==> src/rtl/ref_timer_pkg.sv <==
// rtl/ref_timer_pkg.sv - shared state encoding and default timing for the refresh timer
package ref_timer_pkg;

  typedef enum logic [1:0] {
    ST_IDLE = 2'd0,
    ST_PEND = 2'd1,
    ST_URG  = 2'd2,
    ST_GAP  = 2'd3
  } ref_state_t;

  localparam int DEF_REF_PERIOD = 390;
  localparam int DEF_URG_AGE    = 64;
  localparam int DEF_MAX_DEBT   = 4;
  localparam int DEF_DW         = 3;

endpackage

==> src/rtl/ref_prescaler.sv <==
// rtl/ref_prescaler.sv - refresh period counter; tick is the wrap cycle
module ref_prescaler
  import ref_timer_pkg::*;
#(
  parameter int REF_PERIOD = DEF_REF_PERIOD
) (
  input  logic CLK,
  input  logic RST,
  input  logic En,
  output logic tick
);

  localparam int CW = $clog2(REF_PERIOD);

  logic [CW-1:0] cnt;
  logic          wrap;

  assign wrap = (cnt == CW'(REF_PERIOD - 1));
  assign tick = En && wrap;

  always_ff @(posedge CLK) begin
    if (RST) begin
      cnt <= '0;
    end else if (En) begin
      cnt <= wrap ? '0 : cnt + CW'(1);
    end
  end

endmodule

==> src/rtl/ref_timer.sv <==
// rtl/ref_timer.sv - DRAM refresh request generator with debt tracking and urgency escalation
module ref_timer
  import ref_timer_pkg::*;
#(
  parameter int REF_PERIOD = DEF_REF_PERIOD,
  parameter int URG_AGE    = DEF_URG_AGE,
  parameter int MAX_DEBT   = DEF_MAX_DEBT,
  parameter int DW         = DEF_DW
) (
  input  logic          CLK,
  input  logic          RST,
  input  logic          En,
  input  logic          RefAck,
  output logic          RefReq,
  output logic          RefUrg,
  output logic [DW-1:0] Debt,
  output logic          Overflow
);

  localparam int AW = $clog2(URG_AGE + 1);

  ref_state_t    state;
  logic          tick;
  logic          ack_q;
  logic          ack_rise;
  logic [DW-1:0] debt;
  logic [DW-1:0] debt_nxt;
  logic [AW-1:0] age;
  logic [AW-1:0] age_nxt;
  logic          ovf_set;
  logic          urg_cond;

  ref_prescaler #(.REF_PERIOD(REF_PERIOD)) u_prescaler (
    .CLK  (CLK),
    .RST  (RST),
    .En   (En),
    .tick (tick)
  );

  // A multi-cycle refresh from the controller must only retire one debt.
  assign ack_rise = RefAck && !ack_q;
  assign Debt     = debt;

  always_comb begin
    debt_nxt = debt;
    ovf_set  = 1'b0;
    if (tick && !ack_rise) begin
      if (debt == DW'(MAX_DEBT)) ovf_set = 1'b1;
      else                       debt_nxt = debt + DW'(1);
    end else if (ack_rise && !tick && debt != '0) begin
      debt_nxt = debt - DW'(1);
    end
  end

  always_comb begin
    age_nxt = age;
    if (ack_rise || debt == '0)       age_nxt = '0;
    else if (age != AW'(URG_AGE))     age_nxt = age + AW'(1);
  end

  // Decisions use next-cycle debt/age so the registered outputs land one cycle after the cause.
  assign urg_cond = (age_nxt == AW'(URG_AGE)) || (debt_nxt >= DW'(2));

  always_ff @(posedge CLK) begin
    if (RST) begin
      state    <= ST_IDLE;
      ack_q    <= 1'b0;
      debt     <= '0;
      age      <= '0;
      RefReq   <= 1'b0;
      RefUrg   <= 1'b0;
      Overflow <= 1'b0;
    end else begin
      ack_q <= RefAck;
      debt  <= debt_nxt;
      age   <= age_nxt;
      if (ovf_set) Overflow <= 1'b1;
      case (state)
        ST_IDLE: begin
          if (debt_nxt != '0) begin
            state  <= ST_PEND;
            RefReq <= 1'b1;
          end
        end
        ST_PEND: begin
          if (ack_rise) begin
            state  <= ST_GAP;
            RefReq <= 1'b0;
          end else if (urg_cond) begin
            state  <= ST_URG;
            RefUrg <= 1'b1;
          end
        end
        ST_URG: begin
          if (ack_rise) begin
            state  <= ST_GAP;
            RefReq <= 1'b0;
            RefUrg <= 1'b0;
          end
        end
        ST_GAP: begin
          // Both request lines must be seen low before the controller accepts a new request.
          if (!RefAck) begin
            if (debt_nxt == '0) begin
              state <= ST_IDLE;
            end else if (urg_cond) begin
              state  <= ST_URG;
              RefReq <= 1'b1;
              RefUrg <= 1'b1;
            end else begin
              state  <= ST_PEND;
              RefReq <= 1'b1;
            end
          end
        end
        default: begin
          state  <= ST_IDLE;
          RefReq <= 1'b0;
          RefUrg <= 1'b0;
        end
      endcase
    end
  end

endmodule

==> config.mk <==
export PLATFORM = sky130hd
export DESIGN_NAME = ref_timer
export DESIGN_NICKNAME = d
export VERILOG_FILES = /design/src/rtl/ref_timer_pkg.sv /design/src/rtl/ref_prescaler.sv /design/src/rtl/ref_timer.sv
export SDC_FILE = /design/constraint.sdc
export NUM_CORES = 1
export LEC_CHECK = 0
export CORE_AREA = 5 5 70 72
export DETAILED_ROUTE_END_ITERATION = 16
export DIE_AREA = 0 0 75 77
export GPL_ROUTABILITY_DRIVEN = 1
export SYNTH_ARGS = -nofsm -noshare
export SYNTH_HDL_FRONTEND = slang
export SYNTH_SLANG_ARGS = --single-unit
==> constraint.sdc <==
create_clock -name CLK -period 3.64 [get_ports CLK]
set_clock_uncertainty 0.2 [all_clocks]
set_input_delay 0.728 -clock CLK [delete_from_list [all_inputs] [get_ports CLK]]
set_output_delay 0.728 -clock CLK [all_outputs]
set_load 0.02 [all_outputs]
# Word-level counts from Yosys, hierarchy flattened
# Index checks and enable logic that the tools add are counted.
[word_totals]
mem_bits_ro = 0
in_bits = 4
ramBits = 0
out_inout_bits = 6
regBits = 25
latch_bits = 0
memories = 0
[classes]
n_reduce_logical = 20
add_sub_neg = 4
magnitude_cmp = 1
bitwise_logic = 0
n_div = 0
eq_ne = 14
n_mul = 0
n_shift = 0
muxes = 26
[ops]
columns = ["operator", "n"]
rows = [
  ["2-bit 2-to-1 mux", 7],
  ["7-bit 2-to-1 mux", 2],
  ["1-bit 2-to-1 mux", 10],
  ["2-bit inequality test (second input constant)", 5],
  ["9-bit by 1-bit adder with 9-bit output (second input constant)", 1],
  ["9-bit equality test (second input constant)", 1],
  ["3-bit 2-to-1 mux", 3],
  ["9-bit 2-to-1 mux", 1],
  ["3-bit nonzero test", 3],
  ["2-bit one-hot mux with 4 select lines", 1],
  ["4-bit AND reduction", 2],
  ["7-bit by 1-bit adder with 7-bit output (second input constant)", 1],
  ["7-bit equality test (second input constant)", 1],
  ["7-bit inequality test (second input constant)", 1],
  ["3-bit logical NOT", 2],
  ["1-bit one-hot mux with 3 select lines", 2],
  ["1-bit logical AND", 5],
  ["5-bit AND reduction", 1],
  ["2-bit equality test (second input constant)", 2],
  ["3-bit by 1-bit adder with 3-bit output (second input constant)", 1],
  ["3-bit equality test (second input constant)", 1],
  ["3-bit by 2-bit greater-or-equal comparator with 1-bit output (second input constant)", 1],
  ["1-bit logical NOT", 3],
  ["3-bit inequality test (second input constant)", 1],
  ["6 further kinds", 7],
]

# Longest topological paths before layout
[depth]
word_depth = 13
depth_mapped = 10

# Cells and area by module
# Synthesis repeated with hierarchy kept, for this count alone.
[hier_totals]
hier_cells = 179
area_unflattened_um2 = 1579.0
[by_module_without_submodules]
columns = ["mod", "area_per_inst_um2", "instances", "seq_area_each_um2", "cells_each"]
rows = [
  ["ref_timer", 1114.8, 1, 320.3, 132],
  ["ref_prescaler", 464.2, 1, 180.2, 47],
]

# Worst setup path before layout
# OpenSTA, ideal clock, no wires.
[synth_timing]
path_type = "input to register"
start = "input En"
end = "register state[1]"
setup_ns = 0.122
path_slack_ns = 0.488
t_required_ns = 3.318
n_path_buf = 2
stages = 9
t_arrival_ns = 2.830
cell_sequence = "clkbuf_1 nand2_1 or3_1 buf_2 mux2i_2 o41ai_4 a32oi_2 a31o_2 o311a_1"
[synth_between]
elab_chain_len = 12
elab_cells_between_ends = 18
classes_between = "order compare: 1; eq/ne: 2; mux: 6; reduce/logical: 9"
[synth_lines]
columns = ["element", "line_no", "text"]
rows = [
  ["from (decl)", "ref_timer.sv:12", "input logic En,"],
  ["1-bit logical AND (*)", "ref_prescaler.sv:19", "assign tick = En && wrap;"],
  ["1-bit logical NOT", "ref_timer.sv:50", "end else if (ack_rise && !tick && debt != '0) begin"],
  ["1-bit logical AND (2 in series)", "ref_timer.sv:50", ""],
  ["3-bit 2-to-1 mux", "ref_timer.sv:50", ""],
  ["3-bit 2-to-1 mux (*)", "ref_timer.sv:47", "if (tick && !ack_rise) begin"],
  ["3-bit by 2-bit greater-or-equal comparator with 1-bit output", "ref_timer.sv:62", "assign urg_cond = (age_nxt == AW'(URG_AGE)) || (debt_nxt >= DW'(2));"],
  ["1-bit logical OR", "ref_timer.sv:62", ""],
  ["2-bit 2-to-1 mux", "ref_timer.sv:106", "end else if (urg_cond) begin"],
  ["2-bit 2-to-1 mux", "ref_timer.sv:104", "if (debt_nxt == '0) begin"],
  ["2-bit 2-to-1 mux", "ref_timer.sv:103", "if (!RefAck) begin"],
  ["2-bit one-hot mux with 4 select lines", "ref_timer.sv:78", "case (state)"],
  ["to (signal assigned)", "ref_timer.sv:81", "state <= ST_PEND;"],
  ["to (signal assigned)", "ref_timer.sv:105", "state <= ST_IDLE;"],
  ["to (signal assigned)", "ref_timer.sv:107", "state <= ST_URG;"],
  ["to (decl)", "ref_timer.sv:22", "ref_state_t state;"],
]
# Mark *: on every way between the ends. The rest lies on a longest branch, timed or not. The select of a mux whose other input is x is not followed.
# A chain may end at the register's enable or synchronous reset.

# Worst setup path after layout
# Same ends and word-level chain as after synthesis.

==> metrics.md <==
| Metric | Value |
|---|---|
| Status | `finished clean` |
| Routed WL | `3.157 mm` |
| Startpoint class of the critical path | `primary input` |
| Clock buffer depth | `2` |
| Min-delay src | `Overflow$_SDFFE_PP0P_` |
| Hold_ws | `278.2 ps` |
| Ys flop type | `dfxtp_1` |
| Core Area | `4234 um2` |
| Fmax | `0.3242 GHz` |
| Max_slew headroom | `68.13%` |
| Initial DRC Count | `152` |
| CP peak stage delay | `480 ps` |
| Area growth, synth to finish | `12.78%` |
| Worst skew pair latency | `260 ps` |
| Number of placed I/O pins | `10` |
| EDFF count, synth | `0` |
| Post-CTS setup buffer count | `0` |
| Min-delay worst type | `flop to flop` |
| Wirelength per Cell | `12.73 um` |
| All-layer global routing usage | `11.64%` |
| Initial antenna violation count | `0` |
| Max-Cap Viols | `0` |
| Power Density | `559.8 nW/um2` |
| Die H | `77 um` |
| PostCTS Resize Cnt | `0` |
| RSZ-0062 raised after global routing | `no` |
| Number of distinct library cells after synthesis | `52` |
| Multi-input logic area | `1039 um2` |
| Via Count | `1298` |
| Worst path bufs/invs | `2` |
| Pre-CTS setup slack | `257.5 ps` |
| Static leakage | `0.6687 nW` |
| Async S/R FF share, synth | `0%` |
| Critical path cell sequence | `clkdlybuf4s50_1 > nand2_1 > or3_1 > buf_4 > a32oi_1 > o21ai_1 > a32oi_2 > o2111ai_1 > o311a_1` |
| Average cell area after synthesis | `8.731 um2` |
| First-pass GRT wire length | `5.485 mm` |
| Mapped Nets | `201` |
| Final Hold Violating Endpoints | `0` |
| Num rows | `24` |
| Combinational group share of total power | `49.6%` |
| RePlAce Congestion | `0.8245` |
| Sequential power share | `34.0%` |
| WP data arrival | `3040 ps` |
| Largest net degree at the start of global routing | `14` |
| Die Span X | `75 um` |
| Final nets | `213` |
| Worst-Margin Slew | `476.5 ps` |
| Filler cells | `424` |
| Final setup TNS | `0 ps` |
| Die Area | `5775 um2` |
| Post-synth design cell area | `1615 um2` |
| Syn Inst Count | `185` |
| Clock period minus worst slack | `3085 ps` |
| Worst setup EP type | `flop` |
| Cts-stage hold buffer count | `0` |
| DRC errors left | `0` |
| Synth warn | `0` |
| FF-to-FF End | `state[1]$_SDFFE_PP0P_` |
| FF+latch count, synth | `25` |
| Gr ovfl total | `0` |
| TritonCTS Buffers | `3` |
| Tcrit/Tclk final | `84.74%` |
| PortBufs | `9` |
| Sw Share | `38.85%` |
| Cell Int Power | `0.0006236 W` |
| Starting Density | `38.15%` |
| CP Max Fanout | `6` |
| Share of cells above drive strength 1 | `10.71%` |
| CTS Root Cell | `clkbuf_8` |
| Clock tree from TritonCTS | `done` |
| Switching power | `0.0003962 W` |
| CP required | `3600 ps` |
| Reg area | `500.5 um2` |
| H-tree levels | `1` |
| Total iterations of the first detailed-routing run | `4` |
| R2R Path Start | `age[0]$_SDFF_PP0_` |
| Worst Setup Path Type | `primary input to flop` |
| Clk slew on worst S/H paths | `90 ps` |
| Crit path depth | `9` |
| Finish-stage setup viols | `0` |
| Clk pwr share | `16.4%` |
| Final WS setup | `555.4 ps` |
| Diode count | `0` |
| Top Family by Delay on Critical Path | `compound AO/OA/AOI/OAI gates` |
| Worst R2R Setup Slack | `720 ps` |
| Routed Antenna Nets | `0` |
| Vias in the first global route | `1185` |
| CP max-delay cell | `clkdlybuf4s50_1` |
| Hpwl dp | `2.412 mm` |
| Max IR drop VDD | `0.1633 mV` |
| Setup crit start | `En` |
| Crit path capture | `state[1]$_SDFFE_PP0P_` |
| Final Max Slew Viols | `0` |
| CTS Sinks | `25` |
| DR vias/cell | `5.234` |
| Reg2reg path depth | `9` |
| Seq/Total Area, Yosys | `30.98%` |
-- kinds of logic after synthesis --
| family | after synthesis | synth area share, % |
|---|---|---|
| AND/OR/NAND/NOR | 73 | 25.10 |
| AO/OA/AOI/OAI | 42 | 20.91 |
| flip-flops | 25 | 30.98 |
| buffers and inverters | 18 | 4.725 |
| XOR/XNOR | 12 | 6.507 |
| adder cells (fa/ha/maj) | 12 | 9.295 |
| multiplexers | 3 | 2.478 |
-- layout by cell type (no fill, tap or decap), types with 5 or more instances in the layout --
master           netlist  layout
a21oi_1                7       7
buf_4                  0       6
clkdlybuf4s50_1        0       9
dfxtp_1               25      25
ha_1                  12      12
inv_1                 10      10
nand2_1               13      13
nand4_1                5       5
nor2_1                21      21
nor2b_1                5       5
xor2_1                 9       9
-- power by group through the flow --
stage	clock network [W]	registers [W]	logic, W
6_report	0.000167	0.000347	0.000506
2_1_floorplan	0	0.000367	0.000361
5_1_grt	0.000183	0.000355	0.000558
4_1_cts	0.000174	0.000347	0.000507
3_5_place_dp	0	0.000353	0.000504
3_3_place_gp	0	0.000353	0.000506
-- tightest hold or removal path, cell delays in order (launching register included) --
cell and delay [ps]:
dfxtp_1 340, a31oi_1 40, nor2_1 70
-- worst min path at each step --
stage               cells past startpoint  slack (ps)                              end
finish                                  2         280            Overflow$_SDFFE_PP0P_
global route                            2         340              RefReq$_SDFFE_PP0P_
CTS                                     2         290            Overflow$_SDFFE_PP0P_
detailed placement                      2         270            Overflow$_SDFFE_PP0P_
global placement                        2         250            Overflow$_SDFFE_PP0P_
floorplan                               2         280  u_prescaler.cnt[8]$_SDFFE_PP0P_
-- metal layers --
metal	global-route usage [%]	vias up	share of wire (%)
li1	-	691	-
met1	17.68	594	54
met2	16.90	13	44
met3	1.569	0	1.9
met4	3.203	0	0
met5	0	-	0
-- synthesized netlist by cell type, drive strengths merged, types with 4 or more instances --
master | instances | area [um2]
a31oi | 4 | 31.28
o21ai | 6 | 30.03
ha | 12 | 150.1
nor3 | 4 | 20.02
a21oi | 7 | 35.03
dfxtp | 25 | 500.5
nand2b | 4 | 25.02
nand4 | 6 | 43.79
nor2 | 21 | 78.83
nand2 | 13 | 48.80
nor2b | 5 | 31.28
a211oi | 4 | 30.03
clkbuf | 6 | 22.52
xor2 | 9 | 78.83
inv | 10 | 37.54
-- metrics by stage --
step	power, W	instances	instance area [um2]	utilization [%]
after global routing	0.001095	248	1822	43.03
final	0.001020	248	1822	43.03
after floorplan	0.0007280	185	1615	-
after detailed placement	0.0008574	244	1777	41.96
after global placement	0.0008592	244	1777	41.96
after CTS	0.001028	248	1822	43.03
-- flip-flops by register name (all words and copies together), names as in the netlist --
signal and cells:
ack_q 1, age 7, Overflow 1, RefUrg 1, RefReq 1, u_prescaler.cnt 9
state 2, Debt 3
-- cell type report --
type | instances | area share (%)
tap | 52 | 3.571
timing repair buffer | 15 | 7.418
sequential | 25 | 27.47
clock buffer | 4 | 2.473
inverter | 10 | 2.060
multi-input combinational | 142 | 57.01
Power figures use the tool's default switching activity.
==> RTL edit (same flow settings) <==
Make the reset (`RST`) asynchronous in 2 clocked blocks.
--- a/src/rtl/ref_prescaler.sv
+++ b/src/rtl/ref_prescaler.sv
@@ -18,7 +18,7 @@
   assign wrap = (cnt == CW'(REF_PERIOD - 1));
   assign tick = En && wrap;
 
-  always_ff @(posedge CLK) begin
+  always_ff @(posedge CLK or posedge RST) begin
     if (RST) begin
       cnt <= '0;
     end else if (En) begin
--- a/src/rtl/ref_timer.sv
+++ b/src/rtl/ref_timer.sv
@@ -61,7 +61,7 @@
   // Decisions use next-cycle debt/age so the registered outputs land one cycle after the cause.
   assign urg_cond = (age_nxt == AW'(URG_AGE)) || (debt_nxt >= DW'(2));
 
-  always_ff @(posedge CLK) begin
+  always_ff @(posedge CLK or posedge RST) begin
     if (RST) begin
       state    <= ST_IDLE;
       ack_q    <= 1'b0;
Behaviour: same outputs for any inputs over 10 cycles, from zero or initial values and one cycle with RST high; that may be too few to reach the edited logic, so the function may still have changed.
==> RTL edit against the unedited design <==
Routed wire length fell by 1.2%; sequential cell count did not move; non-clock buffer count fell by 3; setup slack got worse by 0.16 ns; first-iteration DRC count fell by 54%; maximum frequency fell by 5.0%; global-route usage rose by 0.30 points; power rose by 29%; synthesized cell count fell by 16%; sequential power rose by 41%; area after synthesis fell by 4.7%; cell area fell by 4.8%; critical endpoint is now state[1]$_DFFE_PP0P_; largest power group unchanged.
==> RTL edit: results (changes against the unedited design) <==
The instance area at placement came out at 0.001685 mm^2 (-5.1%). Clock-pin slew was measured on the worst setup and hold paths at 0.10 ns. The path class of the tightest hold or removal check is reg -> reg. The routed wire length is 3.119 mm (-1.2%). Counting instances in the post-synthesis netlist gives the leading cell types as dfrtp_1 (25), ha_1 (12), nand2_1 (12), nor2_1 (12). The final antenna-violating net count is 0 (unchanged), and the number of buffers created by CTS is 3 (unchanged). For the sequential fraction of the synthesis area, the log shows 40.65% (+9.7 points). The fraction of layout instances using a drive strength above 1 was 7.186% (-3.5 points). The root buffer cell chosen for the clock tree is clkbuf_8. The tools report the maximum count of clock buffers along a single path as 2 (unchanged). The worst-margin pin slew was 0.9538 ns (+0.4773 ns). The async set-reset flop share out of synthesis came out at 100.0% (+100 points).

The flow ran to the end, and the final reports show no timing, DRC or antenna violations. The tools report the number of detailed-route iterations in the first pass as 4 (unchanged). The detailed placement HPWL is 2.313 mm (-4.1%), and the worst setup slack before clock tree synthesis is 0.1577 ns (-0.09983 ns).

The run gives 0 (unchanged) as the buffers inserted during post-CTS setup optimization. The final net count is 184 (-14%), and the initial antenna violation count is 0 (unchanged). The arrival time of the worst setup path came out at 3.24 ns (+0.20 ns). More flip-flops sit in one register than any other, and that register is u_prescaler.cnt. The number of flip-flops in the largest register works out to 9 (unchanged).

Distinct cell type count after synthesis: 45 (-13%). The number of flops mapped to enable cells by yosys came out at 0 (unchanged). The number of diodes was 0 (unchanged); the via count of the first global-routing pass was 1172 (-1.1%). Average vias per placed instance: 5.457 (+4.3%). The final weighted congestion of routability-driven global placement is 0.7652 (-7.2%). The tools report the number of warnings issued by yosys as 0 (unchanged). The most frequently used flop master after synthesis was dfrtp_1. For the first-iteration detailed-routing DRC count, the log shows 70 (-54%). The global router's overall resource usage came out at 11.94% (+0.30 points). The maximum vdd drop came out at 0.3210 mV (+97%).

Leakage dissipation: 0.7518 nW (+12%). Sorting the synthesized cells by area gives the leading types as dfrtp_1 (41%), ha_1 (9.8%), xor2_1 (4.0%), a21oi_1 (2.9%), nand2_1 (2.9%). The later-pin clock latency in the skew report is 0.27 ns. The number of H-tree levels is 1 (unchanged), and the post-cts resize count is 0 (unchanged). The first-pass GRT wire length is 5.492 mm (+0.13%), and the maximum number of pins on one net before global-route repair is 26 (+12).

The net count after synthesis is 171 (-15%). The number of I/O port buffers was 9 (unchanged); the largest fanout on the critical path was 7 (+1).
RTL edit: worst max-delay path: stages:
cell and delay (ns):
clkdlybuf4s50_1 0.48, nand4b_1 0.10, and4bb_4 0.33, mux4_2 0.54
a311oi_4 0.42, a32oi_1 0.26, and2_4 0.22, a31oi_1 0.15
RTL edit: worst paths after layout:
| check | depth (start not counted) | slack, ns | endpoint | start |
|---|---|---|---|---|
| max in group asynchronous | 2 | 1.88 | RefReq$_DFFE_PP0P_ | RST |
| hold reg to reg | 1 | 0.29 | Overflow$_DFFE_PP0P_ | Overflow$_DFFE_PP0P_ |
| min in group asynchronous | 2 | 0.77 | age[2]$_DFF_PP0_ | RST |
| setup reg to reg | 7 | 0.77 | state[1]$_DFFE_PP0P_ | u_prescaler.cnt[4]$_DFFE_PP0P_ |
| setup / recovery | 8 | 0.39 | state[1]$_DFFE_PP0P_ | En |
| hold / removal | 1 | 0.29 | Overflow$_DFFE_PP0P_ | Overflow$_DFFE_PP0P_ |
RTL edit: routing by layer:
metal | wire length [um] | GRT usage [%]
met1 | 1477 | 17.60
met2 | 1467 | 17.68
met3 | 161 | 2.222
met4 | 13 | 3.203
met5 | 0 | 0
RTL edit: report_power, final:
part / switching [mW] / leakage, nW / internal [mW]
registers: 0.118 / 0.313 / 0.370
logic: 0.359 / 0.417 / 0.297
clock network: 0.0928 / 0.0217 / 0.0776
RTL edit: area by class of cell:
type / count / area (um^2)
fill: 432 / 2500
clock inverter: 1 / 7.507
inverter: 9 / 33.78
sequential: 25 / 625.6
clock buffer: 3 / 41.29
tap: 52 / 65.06
timing repair buffer: 12 / 112.6
multi-input combinational: 117 / 848.3
RTL edit: kinds of logic after synthesis:
kind of cell               synth area share, %
DFF                                      40.65
muxes                                    2.764
adders and majority gates                9.756
and+or+nand+nor                          20.33
buffers and inverters                    4.227
xor gates and xnor gates                 6.260
AOI/OAI and AO/OA                        16.02
RTL edit: through the flow:
step / std cells / power (mW) / util, % / hold WS, ns
floorplan: 155 / 0.9625 / - / 0.2744
global placement: 215 / 1.107 / 39.81 / 0.2718
detailed placement: 215 / 1.147 / 39.81 / 0.2766
CTS: 219 / 1.326 / 40.96 / 0.2972
global route: 219 / 1.431 / 40.96 / 0.3330
finish: 219 / 1.315 / 40.96 / 0.2891
